$ cat src/rtl/btb_next_pc_if.sv
// Fetch-side bus of the BTB next-PC generator.
// Carries the EX-stage resolution/redirect inputs, the direction counter
// from the 2-level predictor, and the fetch addresses/prediction returned.
// The address width comes from the ADDR_WIDTH macro (32 when not supplied).
`ifndef ADDR_WIDTH
`define ADDR_WIDTH 32
`endif

interface btb_next_pc_if;
  logic                   fetch_stall;
  logic                   redirect_ex;
  logic [`ADDR_WIDTH-1:0] redirect_pc_ex;
  logic                   branch_ex;
  logic                   branch_taken_ex;
  logic [`ADDR_WIDTH-1:0] branch_pc_ex;
  logic [`ADDR_WIDTH-1:0] branch_target_ex;
  logic [1:0]             predictor;
  logic [`ADDR_WIDTH-1:0] next_pc;
  logic [`ADDR_WIDTH-1:0] fetch_pc;
  logic                   pred_taken;
  logic [`ADDR_WIDTH-1:0] pred_target;

  // Pipeline side: drives resolution/stall/counter, consumes fetch addresses.
  modport master (
    output fetch_stall, redirect_ex, redirect_pc_ex,
    output branch_ex, branch_taken_ex, branch_pc_ex, branch_target_ex,
    output predictor,
    input  next_pc, fetch_pc, pred_taken, pred_target
  );

  // Next-PC generator side.
  modport slave (
    input  fetch_stall, redirect_ex, redirect_pc_ex,
    input  branch_ex, branch_taken_ex, branch_pc_ex, branch_target_ex,
    input  predictor,
    output next_pc, fetch_pc, pred_taken, pred_target
  );
endinterface

$ cat src/rtl/btb_next_pc.sv
// Direct-mapped branch target buffer with next fetch address selection.
// fetch_pc is the registered fetch address; next_pc is chosen combinationally
// from redirect, stall, BTB prediction or sequential +4. The direction bit
// is the predictor counter sampled when the address was next_pc.
// Optional macro BTB_WR_BYPASS_EN: a lookup matching a same-cycle BTB write
// (index and tag) returns the write data instead of the old entry.
`ifndef ADDR_WIDTH
`define ADDR_WIDTH 32
`endif

module btb_next_pc #(
  parameter int                     BTB_ENTRY_NUM = 64,
  parameter logic [`ADDR_WIDTH-1:0] RESET_PC      = 32'h0000_0000
) (
  input logic          cpu_clk,
  input logic          cpu_rst,
  btb_next_pc_if.slave bus
);
  localparam int AW    = `ADDR_WIDTH;
  localparam int IDX_W = $clog2(BTB_ENTRY_NUM);
  localparam int TAG_W = AW - IDX_W - 2;
  localparam logic [AW-1:0] PC_STEP = AW'(4);

  // Valid bits need reset; tag/target storage does not and stays a plain array.
  logic [BTB_ENTRY_NUM-1:0] valid_q;
  logic [TAG_W-1:0]         tag_mem [BTB_ENTRY_NUM];
  logic [AW-1:0]            tgt_mem [BTB_ENTRY_NUM];

  logic [AW-1:0]    fetch_pc_q;
  logic [AW-1:0]    fetch_pc_d;
  logic             pred_dir_q;
  logic             pred_dir_d;

  logic [IDX_W-1:0] f_idx;
  logic [TAG_W-1:0] f_tag;
  logic [IDX_W-1:0] w_idx;
  logic [TAG_W-1:0] w_tag;
  logic             wr_en;
  logic             btb_hit;
  logic [AW-1:0]    btb_target;
  logic             pred_taken;
  logic             pred_lsb_unused;

  assign f_idx = fetch_pc_q[IDX_W+1:2];
  assign f_tag = fetch_pc_q[AW-1:IDX_W+2];
  assign w_idx = bus.branch_pc_ex[IDX_W+1:2];
  assign w_tag = bus.branch_pc_ex[AW-1:IDX_W+2];
  assign wr_en = bus.branch_ex & bus.branch_taken_ex;

  // Only the taken bit of the 2-bit counter steers fetch.
  assign pred_lsb_unused = bus.predictor[0];

  // BTB lookup for the current fetch address.
  always_comb begin
    btb_hit    = valid_q[f_idx] && (tag_mem[f_idx] == f_tag);
    btb_target = tgt_mem[f_idx];
`ifdef BTB_WR_BYPASS_EN
    if (wr_en && (w_idx == f_idx) && (w_tag == f_tag)) begin
      btb_hit    = 1'b1;
      btb_target = bus.branch_target_ex;
    end
`endif
  end

  assign pred_taken = btb_hit & pred_dir_q;

  // Next fetch address: redirect beats stall beats prediction beats +4.
  always_comb begin
    fetch_pc_d = fetch_pc_q + PC_STEP;
    if (bus.redirect_ex) begin
      fetch_pc_d = bus.redirect_pc_ex;
    end else if (bus.fetch_stall) begin
      fetch_pc_d = fetch_pc_q;
    end else if (pred_taken) begin
      fetch_pc_d = btb_target;
    end
    pred_dir_d = bus.predictor[1];
  end

  // Fetch address, direction bit and valid bits; cleared by async reset.
  always_ff @(posedge cpu_clk or posedge cpu_rst) begin
    if (cpu_rst) begin
      fetch_pc_q <= RESET_PC;
      pred_dir_q <= 1'b0;
      valid_q    <= '0;
    end else begin
      fetch_pc_q <= fetch_pc_d;
      pred_dir_q <= pred_dir_d;
      if (wr_en) begin
        valid_q[w_idx] <= 1'b1;
      end
    end
  end

  // Tag/target storage: unconditional overwrite on a taken resolved branch.
  always_ff @(posedge cpu_clk) begin
    if (wr_en) begin
      tag_mem[w_idx] <= w_tag;
      tgt_mem[w_idx] <= bus.branch_target_ex;
    end
  end

  assign bus.next_pc     = fetch_pc_d;
  assign bus.fetch_pc    = fetch_pc_q;
  assign bus.pred_taken  = pred_taken;
  assign bus.pred_target = btb_target;
endmodule

$ cat src/flat_wrapper.sv
// flat-port wrapper written by rule: the top's interface ports become plain ports
module btb_next_pc_flat 
#(
  parameter int                     BTB_ENTRY_NUM = 64,
  parameter logic [`ADDR_WIDTH-1:0] RESET_PC      = 32'h0000_0000
)
  (cpu_clk, cpu_rst, bus_fetch_stall, bus_redirect_ex, bus_redirect_pc_ex, bus_branch_ex, bus_branch_taken_ex, bus_branch_pc_ex, bus_branch_target_ex, bus_predictor, bus_next_pc, bus_fetch_pc, bus_pred_taken, bus_pred_target);
  btb_next_pc_if bus_i ();
  input logic cpu_clk;
  input logic cpu_rst;
  input wire logic [$bits(bus_i.fetch_stall)-1:0] bus_fetch_stall;
  input wire logic [$bits(bus_i.redirect_ex)-1:0] bus_redirect_ex;
  input wire logic [$bits(bus_i.redirect_pc_ex)-1:0] bus_redirect_pc_ex;
  input wire logic [$bits(bus_i.branch_ex)-1:0] bus_branch_ex;
  input wire logic [$bits(bus_i.branch_taken_ex)-1:0] bus_branch_taken_ex;
  input wire logic [$bits(bus_i.branch_pc_ex)-1:0] bus_branch_pc_ex;
  input wire logic [$bits(bus_i.branch_target_ex)-1:0] bus_branch_target_ex;
  input wire logic [$bits(bus_i.predictor)-1:0] bus_predictor;
  output wire logic [$bits(bus_i.next_pc)-1:0] bus_next_pc;
  output wire logic [$bits(bus_i.fetch_pc)-1:0] bus_fetch_pc;
  output wire logic [$bits(bus_i.pred_taken)-1:0] bus_pred_taken;
  output wire logic [$bits(bus_i.pred_target)-1:0] bus_pred_target;
  assign bus_i.fetch_stall = bus_fetch_stall;
  assign bus_i.redirect_ex = bus_redirect_ex;
  assign bus_i.redirect_pc_ex = bus_redirect_pc_ex;
  assign bus_i.branch_ex = bus_branch_ex;
  assign bus_i.branch_taken_ex = bus_branch_taken_ex;
  assign bus_i.branch_pc_ex = bus_branch_pc_ex;
  assign bus_i.branch_target_ex = bus_branch_target_ex;
  assign bus_i.predictor = bus_predictor;
  assign bus_next_pc = bus_i.next_pc;
  assign bus_fetch_pc = bus_i.fetch_pc;
  assign bus_pred_taken = bus_i.pred_taken;
  assign bus_pred_target = bus_i.pred_target;
  btb_next_pc #(.BTB_ENTRY_NUM(BTB_ENTRY_NUM), .RESET_PC(RESET_PC)) u_core (.cpu_clk(cpu_clk), .cpu_rst(cpu_rst), .bus(bus_i));
endmodule
$ cat config.mk
export PLATFORM = sky130hd
export DESIGN_NAME = btb_next_pc_flat
export DESIGN_NICKNAME = d
export VERILOG_FILES = /design/src/rtl/btb_next_pc_if.sv /design/src/rtl/btb_next_pc.sv /design/src/flat_wrapper.sv
export SDC_FILE = /design/constraint.sdc
export NUM_CORES = 2
export LEC_CHECK = 0
export CORE_ASPECT_RATIO = 1.1
export CORE_MARGIN = 1.5
export CORE_UTILIZATION = 38
export CTS_CLUSTER_SIZE = 25
export DETAILED_ROUTE_END_ITERATION = 7
export PLACE_DENSITY = 0.64
export SYNTH_ARGS = -nofsm -noshare
export SYNTH_HDL_FRONTEND = slang
export SYNTH_SLANG_ARGS = --single-unit
$ cat constraint.sdc
create_clock -name cpu_clk -period 10.84 [get_ports cpu_clk]
set_input_delay 1.626 -clock cpu_clk [delete_from_list [all_inputs] [get_ports cpu_clk]]
set_output_delay 1.626 -clock cpu_clk [all_outputs]
set_load 0.02 [all_outputs]
After elaboration in Yosys (flattened, before gate mapping)
Memories as Yosys holds them, arrays and structs flattened.
Index checks and enable logic that the tools add are counted.
- register bits after elaboration: 97
- bits in latches: 0
- bits in writable memories: 3584
- memory bits (read-only): 0
- bits of input ports: 104
- output and inout bits: 97
- word-level logic and storage cells: 24
- memories: 2
- memory list (name ; depth ; width ; read ports ; clocked after memory_dff ; write ports ; RTL line ; source):
    u_core.tgt_mem ; 64 ; 32 ; 1 ; 0 ; 1 ; btb_next_pc.sv:27 ; logic [AW-1:0] tgt_mem [BTB_ENTRY_NUM];
    u_core.tag_mem ; 64 ; 24 ; 1 ; 0 ; 1 ; btb_next_pc.sv:26 ; logic [TAG_W-1:0] tag_mem [BTB_ENTRY_NUM];
- $add $sub $neg: 1
- multipliers: 0
- divide/modulo/power cells: 0
- order comparisons: 3
- equality and inequality tests: 1
- shift operators: 0
- mux-type cells: 9
- bitwise logic cells: 3
- reductions and logical operators: 2
- operators with widths (cell ; number):
    $mux W32 ; 3
    $or A64 B64 Y64 ; 1
    $add A32 B3 Y32 const B ; 1
    $eq A24 B24 Y1 ; 1
    $lt A6 B7 Y1 const B ; 2
    $bmux W1 S6 ; 1
    $demux W1 S6 ; 1
    $ge A6 B1 Y1 const B ; 1
    $mux W1 ; 4
    $and A1 B1 Y1 ; 2
    $logic_and A1 B1 Y1 ; 2

Depth between registers and ports, before layout
- depth in word-level cells: 7
- gate-level depth with buffers: 19
- gate-level depth less buffers: 10

Least setup slack after synthesis
Ideal clock, no wire load.
- path type: flip-flop to output port
- start: reg u_core.fetch_pc_q[3] (netlist: u_core.bus.fetch_pc[3])
- end: out bus_next_pc[30]
- arrival time: 4.307 ns
- required time: 9.214 ns
- slack: 4.907 ns
- stages on the path, launching flop included: 15
- buffers on the path: 9
- cell sequence: dfrtp_1 > buf_2 > buf_6 > buf_4 > buf_4 > buf_2 > buf_2 > buf_2 > buf_1 > clkbuf_1 > mux4_2 > mux4_2 > mux4_2 > mux2i_1 > o21ai_0
- elaborated cells between the ends (all ways): 11
- classes of those cells: 1 x add/sub; 1 x eq/ne; 5 x mux; 1 x bitwise; 1 x reduce/logical; 2 x memory
- RTL lines (what ; RTL line ; source):
    from (decl) ; btb_next_pc.sv:29 ; logic [AW-1:0] fetch_pc_q;
    from (signal assigned) ; btb_next_pc.sv:87 ; fetch_pc_q <= fetch_pc_d;
    $mem_v2 Z64 W32 ; - ;
    via bus_pred_target[30] ; flat_wrapper.sv:22 ; output wire logic [$bits(bus_i.pred_target)-1:0] bus_pred_target;
    $mux W32 ; btb_next_pc.sv:74 ; end else if (pred_taken) begin
    $mux W32 ; btb_next_pc.sv:72 ; end else if (bus.fetch_stall) begin
    $mux W32 ; btb_next_pc.sv:70 ; if (bus.redirect_ex) begin
    to (decl) ; flat_wrapper.sv:19 ; output wire logic [$bits(bus_i.next_pc)-1:0] bus_next_pc;
The timed path passes the listed nets, and every way through them passes these cells. The select of a mux whose other input is x is not followed.

Final worst setup path
- start: reg u_core.fetch_pc_q[4] (netlist: u_core.bus.fetch_pc[4])
- end: out bus_next_pc[24]
- cells in the longest elaborated chain, start to end: 7
- elaborated cells between the ends (all ways): 11
- classes of those cells: 1 x add/sub; 1 x eq/ne; 5 x mux; 1 x bitwise; 1 x reduce/logical; 2 x memory
- ends and longest elaborated chain (what ; RTL line ; source):
    $mem_v2 Z64 W24 / $bmux W1 S6 (equally long branches) ; - ;
    $eq A24 B24 Y1 / $mux W1 (equally long branches) ; btb_next_pc.sv:55 ; btb_hit = valid_q[f_idx] && (tag_mem[f_idx] == f_tag);
    $logic_and A1 B1 Y1 ; btb_next_pc.sv:55 ;
    $and A1 B1 Y1 ; btb_next_pc.sv:65 ; assign pred_taken = btb_hit & pred_dir_q;
    $mux W32 (*) ; btb_next_pc.sv:74 ;
    $mux W32 (*) ; btb_next_pc.sv:72 ;
    $mux W32 (*) ; btb_next_pc.sv:70 ;
Every way passes the cells marked *; elsewhere a longest branch is shown, timed or not. The select of a mux whose other input is x is not followed.

==> impl_results.md <==
* Status: finished, final reports clean
* Gr ovfl total at 0
* Slowest cell on crit path: a2111oi_1
* Total iterations of the first detailed-routing run at 6
* Primary FF master, synth: edfxtp_1
* Maximum number of pins on one net before global-route repair at 112
* Cell area power density at 194.8 nW/um^2
* Worst slack after detailed placement at roughly 2600 ps
* Global-route total usage across every layer at between 20 and 25%
* Height of the die at approximately 640 um
* Chip Width at ~590 um
* Number of cells upsized or downsized after cts at 0
* Fin crit period at around 9300 ps
* Reg2Reg Setup Slack at around 4500 ps
* Logic depth of the worst register-to-register path at 11
* Maximum capacitance violations at 0
* Post-CTS setup-driven buffer insertion count at 0
* Met3 routing resource usage after global routing at 4.385%
* CP Buf/Inv Count at 3
* Part of the Yosys area used for sequential elements at between 70% and 80%
* Latest clock arrival within the worst-skew pair at ~970 ps
* Fraction of synthesis flops using an asynchronous set or reset pin at under 10%
* Residual antenna-violating net count after detailed routing at 0
* Endpoint of the worst hold-timing path: u_core.valid_q[9]$_DFFE_PP0P_
* Post-route setup TNS at 0 ps
* CTS max path bufs at 4
* CTS root buf: clkbuf_16
* Relative contribution of the clock network to total power at between 30 and 40%
* Launch instance of the worst register-to-register path: u_core.bus.fetch_pc[4]$_DFF_PP0_
* Max Transition Viols Final at 0
* Clock input transition at the sequential cells of the worst setup and hold paths at about 60 ps
* Port buffer count at about 200
* Crit-path max cell delay at ~1000 ps
* Fraction of layout cells with a size suffix above 1 at just under 30%
* Number of setup violations in the final report at 0
* P_int at 24.12 mW
* Layout filler cell count at about 31,000
* Type of element capturing the critical path: output port
* Endpoint of the lowest-slack register-to-register path: u_core.bus.fetch_pc[13]$_DFF_PP0_
* Wirelength, routed at approximately 430,000 um
* Maximum clock skew at final layout at approximately 84 ps
* Total CTS buffers at 369
* Cells on Worst Hold Path at 1
* Post-route insts no fill at 11,928
* Family with the most delay on the worst path: simple AND/OR/NAND/NOR gates
* Ys Warns at 0
* CP cell instances: buf_12, nor2b_1, nand2b_1, o221ai_1, a2111oi_1, o21ai_0, a22oi_1, or4bb_1, nor4b_4, buf_4, nor3_1, or3_1, clkdlybuf4s50_1
* Critical Path Start Type: flop
* Start point of the worst min-delay path: u_core.valid_q[9]$_DFFE_PP0P_
* Post-synth top area share at approximately three quarters
* Netlist area before placement at 142,300 um^2
* Critical Path Fanout Max at roughly 110
* Switching power at between 7 and 8 mW
* # DRC at 0
* Area of the core region at 372,500 um^2
* Vias in the first global route at 70,886
* Placed cell areas at 150,800 um^2
* Post-synthesis sequential element count at approximately 3,700
* Via-to-Cell Ratio at about 6.0
* Number of enable-type register cells in the synthesized netlist at 3,584
* Met2 capacity usage during global routing at 36.51%
* Global-route wire length before repair at around 600,000 um
* CTS tree: yes
* Number of primary I/O pins at between 200 and 250
* Arr. time, crit path at about 7700 ps
* Leakage at 50.77 nW
* Max-slew headroom at between 10% and 20%
* Hold WC Path Type: flop to flop
* GR peak layer: met2
* Worst Setup Path Type: flop to output port
* Total placed cells including tap cells at roughly 11,000
* Die ar. at between 300,000 and 400,000 um^2
* Logic gate share of total power at approximately a tenth
* Net switching share of the total power at 23.84%
* Sequential Power Share at between 50% and 60%
* Area growth, synth to finish at 14.27%
* Starting density of the core at between 30% and 40%
* H-tree lvl count at 5
* Met1 Resource Use GR at between 20% and 30%
* Max VDD drop at between 0.15 and 0.2 mV
* Number of cells produced by synthesis at 6,160
* Cell taking the most area after synthesis: edfxtp_1
* Weighted congestion at the end of routability-driven global placement at 0.8498
* Mapped Nets at approximately 6,300
* Final Hold Viols at 0
* Average instance area after synthesis at approximately 23 um^2
* RSZ-0062 raised after global routing: no
* Vias at roughly 70,000
* Final Net Count at between 6,000 and 7,000
* Antenna violations before repair at 59
* Routed wirelength normalized by instance count at around 36 um
* Slack of the critical path at 1517 ps
* Fin area at approximately 160,000 um^2
* Fraction of the cycle the final worst path needs at a little under nine tenths
* Detailed placement HPWL at 242,000 um
* # hold bufs at CTS at 0
* Slew of the pin with the lowest slew margin at about 1300 ps
* Total number of clock tree sinks at approximately 3,700
* Required time reported for the critical path endpoint at slightly above 9000 ps
* Count of unique library cells instantiated by Yosys at ~90
* Detailed router's first-iteration violation count at 10,066
* Top post-synthesis cells by area: edfxtp_1, mux4_2, dfrtp_1
* Highest attainable clock frequency at approximately 110 MHz
* Placement Rows at about 240
[worst register-to-register path: stages, from the launching register on]
cell and delay [ps]:
dfrtp_4 820, buf_12 640, nor2b_1 360, nand2b_1 250, o221ai_1 210, a2111oi_1 1040
o21ai_0 260, a22oi_1 260, or4bb_1 600, nor4b_4 860, nor3_1 140, a311o_1 620
[per-stage QoR]
stage | hold slack, ps | util (%) | power, mW
final | 463.8 | 43.64 | 31.67
after global routing | 470.5 | 43.63 | 32.46
after CTS | 462.1 | 43.62 | 31.83
after detailed placement | 446.3 | 40.47 | 19.52
after global placement | 444.9 | 40.47 | 19.48
after floorplan | 430.0 | - | 18.09
[routing by layer]
layer	share of wire (%)	vias to the layer above
met1	37	38942
met5	0.031	-
met4	5.4	22
met2	49	4233
met3	9.2	844
li1	-	27343
[power by group through the flow]
stage	combinational, mW	sequential (mW)	clock [mW]
CTS	3.39	15.8	12.6
global route	3.51	15.8	13.1
detailed placement	3.39	16.1	0
floorplan	2.04	16.1	0
global placement	3.36	16.1	0
finish	3.36	15.8	12.5
[how the worst max path moves through the flow]
stage                     depth (start not counted)                              from         endpoint
after floorplan                                  14  u_core.bus.fetch_pc[3]$_DFF_PP0_  bus_next_pc[30]
after global placement                           13  u_core.bus.fetch_pc[4]$_DFF_PP0_  bus_next_pc[24]
after detailed placement                         13  u_core.bus.fetch_pc[4]$_DFF_PP0_  bus_next_pc[24]
after CTS                                        13  u_core.bus.fetch_pc[4]$_DFF_PP0_  bus_next_pc[24]
after global routing                             13  u_core.bus.fetch_pc[2]$_DFF_PP0_   bus_next_pc[2]
final                                            13  u_core.bus.fetch_pc[4]$_DFF_PP0_  bus_next_pc[24]
[registers in the layout, summed over array words and instances, names as in the netlist]
name / count
u_core.valid_q: 64
u_core.tgt_mem: 2048
u_core.pred_dir_q: 1
u_core.bus.fetch_pc: 32
u_core.tag_mem: 1536
[logic make-up after synthesis]
kind of cell	synth area share (%)
AO/OA/AOI/OAI	1.702
XOR/XNOR	0.1908
adder cells (fa/ha/maj)	0.008793
buffers and inverters	1.319
flip-flops	77.35
multiplexers	17.42
AND/OR/NAND/NOR	2.009
[cell type report]
cell class | count | area, um^2 | share of cell area, %
clock inverter | 218 | 1981 | 1.218
multi-input combinational | 2125 | 30860 | 18.99
inverter | 14 | 65.06 | 0.04002
tap | 4977 | 6227 | 3.830
timing repair buffer | 420 | 3551 | 2.184
clock buffer | 460 | 9732 | 5.986
sequential | 3681 | 110100 | 67.71
antenna | 33 | 82.58 | 0.05080
[placed cells by master (no fill, tap or decap), types with 13 or more instances in the layout]
master           netlist  routed
o21ai_1               20      20
clkinv_1               0      77
mux4_2               998     998
clkbuf_1             109      81
nor2_1               126      59
buf_2                122      55
bufinv_16              0      26
a21oi_1               56      55
buf_12                 5      15
a22oi_1               54      54
diode_2                0      33
clkbuf_16              0     374
clkdlybuf4s50_1        0     140
nor2b_1               24      20
dfrtp_1               97      91
edfxtp_1            3584    3584
nand4_1               19      19
clkinv_2               0      76
o22ai_1               35      35
nor2_4                 0      64
nand2_1              121     121
buf_4                 35     209
o21ai_0               28      28
and3_1                24      24
xnor2_1               25      25
nor3_1                32      32
mux2i_1              164     164
nand3_1               45      45
or3_1                 13      13
mux2_2                31      31
or2_2                 66      66
[cells in the mapped netlist (all sizes together), types with 7 or more instances]
| cell | number |
|---|---|
| edfxtp | 3584 |
| mux4 | 1010 |
| buf | 229 |
| mux2i | 164 |
| nor2 | 126 |
| nand2 | 121 |
| clkbuf | 110 |
| dfrtp | 97 |
| or2 | 66 |
| a21oi | 56 |
| a22oi | 55 |
| o21ai | 48 |
| nand3 | 45 |
| o22ai | 35 |
| nor3 | 32 |
| mux2 | 31 |
| xnor2 | 25 |
| and3 | 24 |
| nor2b | 24 |
| nand4 | 19 |
| inv | 14 |
| nor4 | 13 |
| or3 | 13 |
| nand2b | 12 |
| nand3b | 12 |
| o211ai | 11 |
| a221oi | 10 |
| a22o | 10 |
| a31oi | 10 |
| a32oi | 9 |
| and4 | 9 |
| o221ai | 9 |
| or3b | 8 |
| a2111oi | 7 |
Note: power is estimated with default switching activity, not from simulation.
==> edit (config.mk and constraints unchanged) <==
`BTB_ENTRY_NUM` is set to 64 in 2 places; all go to 32.
--- a/src/rtl/btb_next_pc.sv
+++ b/src/rtl/btb_next_pc.sv
@@ -11,3 +11,3 @@
 module btb_next_pc #(
-  parameter int                     BTB_ENTRY_NUM = 64,
+  parameter int                     BTB_ENTRY_NUM = 32,
   parameter logic [`ADDR_WIDTH-1:0] RESET_PC      = 32'h0000_0000
--- a/src/flat_wrapper.sv
+++ b/src/flat_wrapper.sv
@@ -3,3 +3,3 @@
 #(
-  parameter int                     BTB_ENTRY_NUM = 64,
+  parameter int                     BTB_ENTRY_NUM = 32,
   parameter logic [`ADDR_WIDTH-1:0] RESET_PC      = 32'h0000_0000
Function: not settled (the Yosys comparison gave no result); the edit may change what the design does.
==> edit against the original RTL <==
Sequential cell count down 1792; clock skew down 0.049 ns; cell count down 47%; cell area fell by 48%; area after synthesis down 48%; combinational power is 48% lower; global-route usage fell by 2.0 points; critical path type unchanged; synthesized cell count shrank 46%; power shrank 49%; wire length is 53% lower; sequential share of layout area fell by 0.94 points; highest routed layer unchanged; setup slack got worse by 0.24 ns; sequential power down 48%.
==> edit: results (changes against the original RTL) <==
| Metric | Value |
|---|---|
| Outcome | completed |
| Hold path endpoint | u_core.valid_q[10] |
| Top cells by area, synth | edfxtp_1 75%, mux4_2 15%, dfrtp_1 2.2%, mux2i_1 1.6%, nand2_1 0.71% |
| Final HPWL DP | 112,000 um (-54%) |
| Wire per inst | 31.7 um (-12%) |
| Clk_lat worst skew | 0.81 ns (-0.16 ns) |
| Worst r2r dst | u_core.bus.fetch_pc[15] |
| Dpl cells | 6,032 (-46%) |
| Total number of vias | 36,467 (-49%) |
| Post-Syn Area per Cell | 21.9 um2 (-5.0%) |
| Top Registers | u_core.tgt_mem x1024, u_core.tag_mem x800 |
| Share of cells above drive strength 1 | 24.8% (-4.1 points) |
| DRT iter0 DRCs | 4,332 (-57%) |
| Distinct cells, synth | 69 (-22%) |
| Leak | 0.0265 uW (-48%) |
| Pin count of the biggest net entering global routing | 88 (-21%) |
| EDFF count, synth | 1,824 (-49%) |
| Reg2Reg Setup Slack | 4.26 ns (-0.26 ns) |
| Hold_sp | u_core.valid_q[10] |
| Mapped Nets | 3,451 (-45%) |
| Vias in the first global route | 36,868 (-48%) |
| Longest Clk Path Bufs | 3 (-1) |
| Post-synth top cells | 1,824 x edfxtp_1, 473 x mux4_2, 138 x nand2_1 |
| Tot GR Track Use | 20.4% (-2.0 points) |
| Crit-path slowest cell | dfrtp_4 |
| Routability Congestion | 0.815 (-4.0%) |
| Initial antenna violation count | 20 (-66%) |
| CP endpoint | bus_next_pc[15] |
| Num CTS Buffers | 185 (-50%) |
[edit: changes by cell type in the layout (fill, tap and decap cells not counted), moves of 33 or more]
| cell | change |
|---|---|
| a22oi_1 | -50 |
| buf_2 | -53 |
| buf_4 | -107 |
| clkbuf_1 | -39 |
| clkbuf_16 | -186 |
| clkdlybuf4s50_1 | +55 |
| clkinv_1 | -35 |
| clkinv_2 | -38 |
| edfxtp_1 | -1760 |
| mux2i_1 | -45 |
| mux4_2 | -525 |
| or2_2 | -33 |
[edit: routing by layer]
layer  vias up  share of wire (%)  global-route usage (%)  wire [um]
li1      14766                  -                       -          -
met1     19663                 38                    26.2      76300
met2      1662                 50                    34.3     102000
met3       366                6.9                    2.95      13800
met4        10                4.9                    9.63       9990
met5         -              0.028                       0         56
[edit: cell type report]
type	count	area (um2)
inverter	10	46.3
multi-input combinational	1265	16300
sequential	1889	56400
antenna	2	5.00
clock inverter	105	796
tap	2565	3210
fill	16389	108000
clock buffer	234	4920
timing repair buffer	303	2810
[edit: where the power goes]
part	internal, uW	total (uW)	switching [uW]
Clock	3420	6130	2710
Sequential	8090	8190	100
Combinational	738	1740	999
Total	12300	16100	3810
[edit: kinds of logic after synthesis]
| logic type | Yosys count | synth area share (%) |
|---|---|---|
| compound gates | 250 | 2.61 |
| xor+xnor | 23 | 0.274 |
| fa+ha+maj | 1 | 0.0170 |
| buf+inv | 192 | 1.39 |
| flops | 1889 | 76.8 |
| mux | 603 | 16.3 |
| simple gates | 388 | 2.62 |
[edit: through the flow]
stage	instance area (um2)	total power, uW	setup WS (ns)	hold slack, ns
global placement	78800	10100	2.18	0.445
global route	84500	16500	1.12	0.468
floorplan	73400	9350	5.11	0.431
CTS	84500	16200	1.18	0.462
detailed placement	78800	10100	2.11	0.448
finish	84500	16100	1.28	0.462
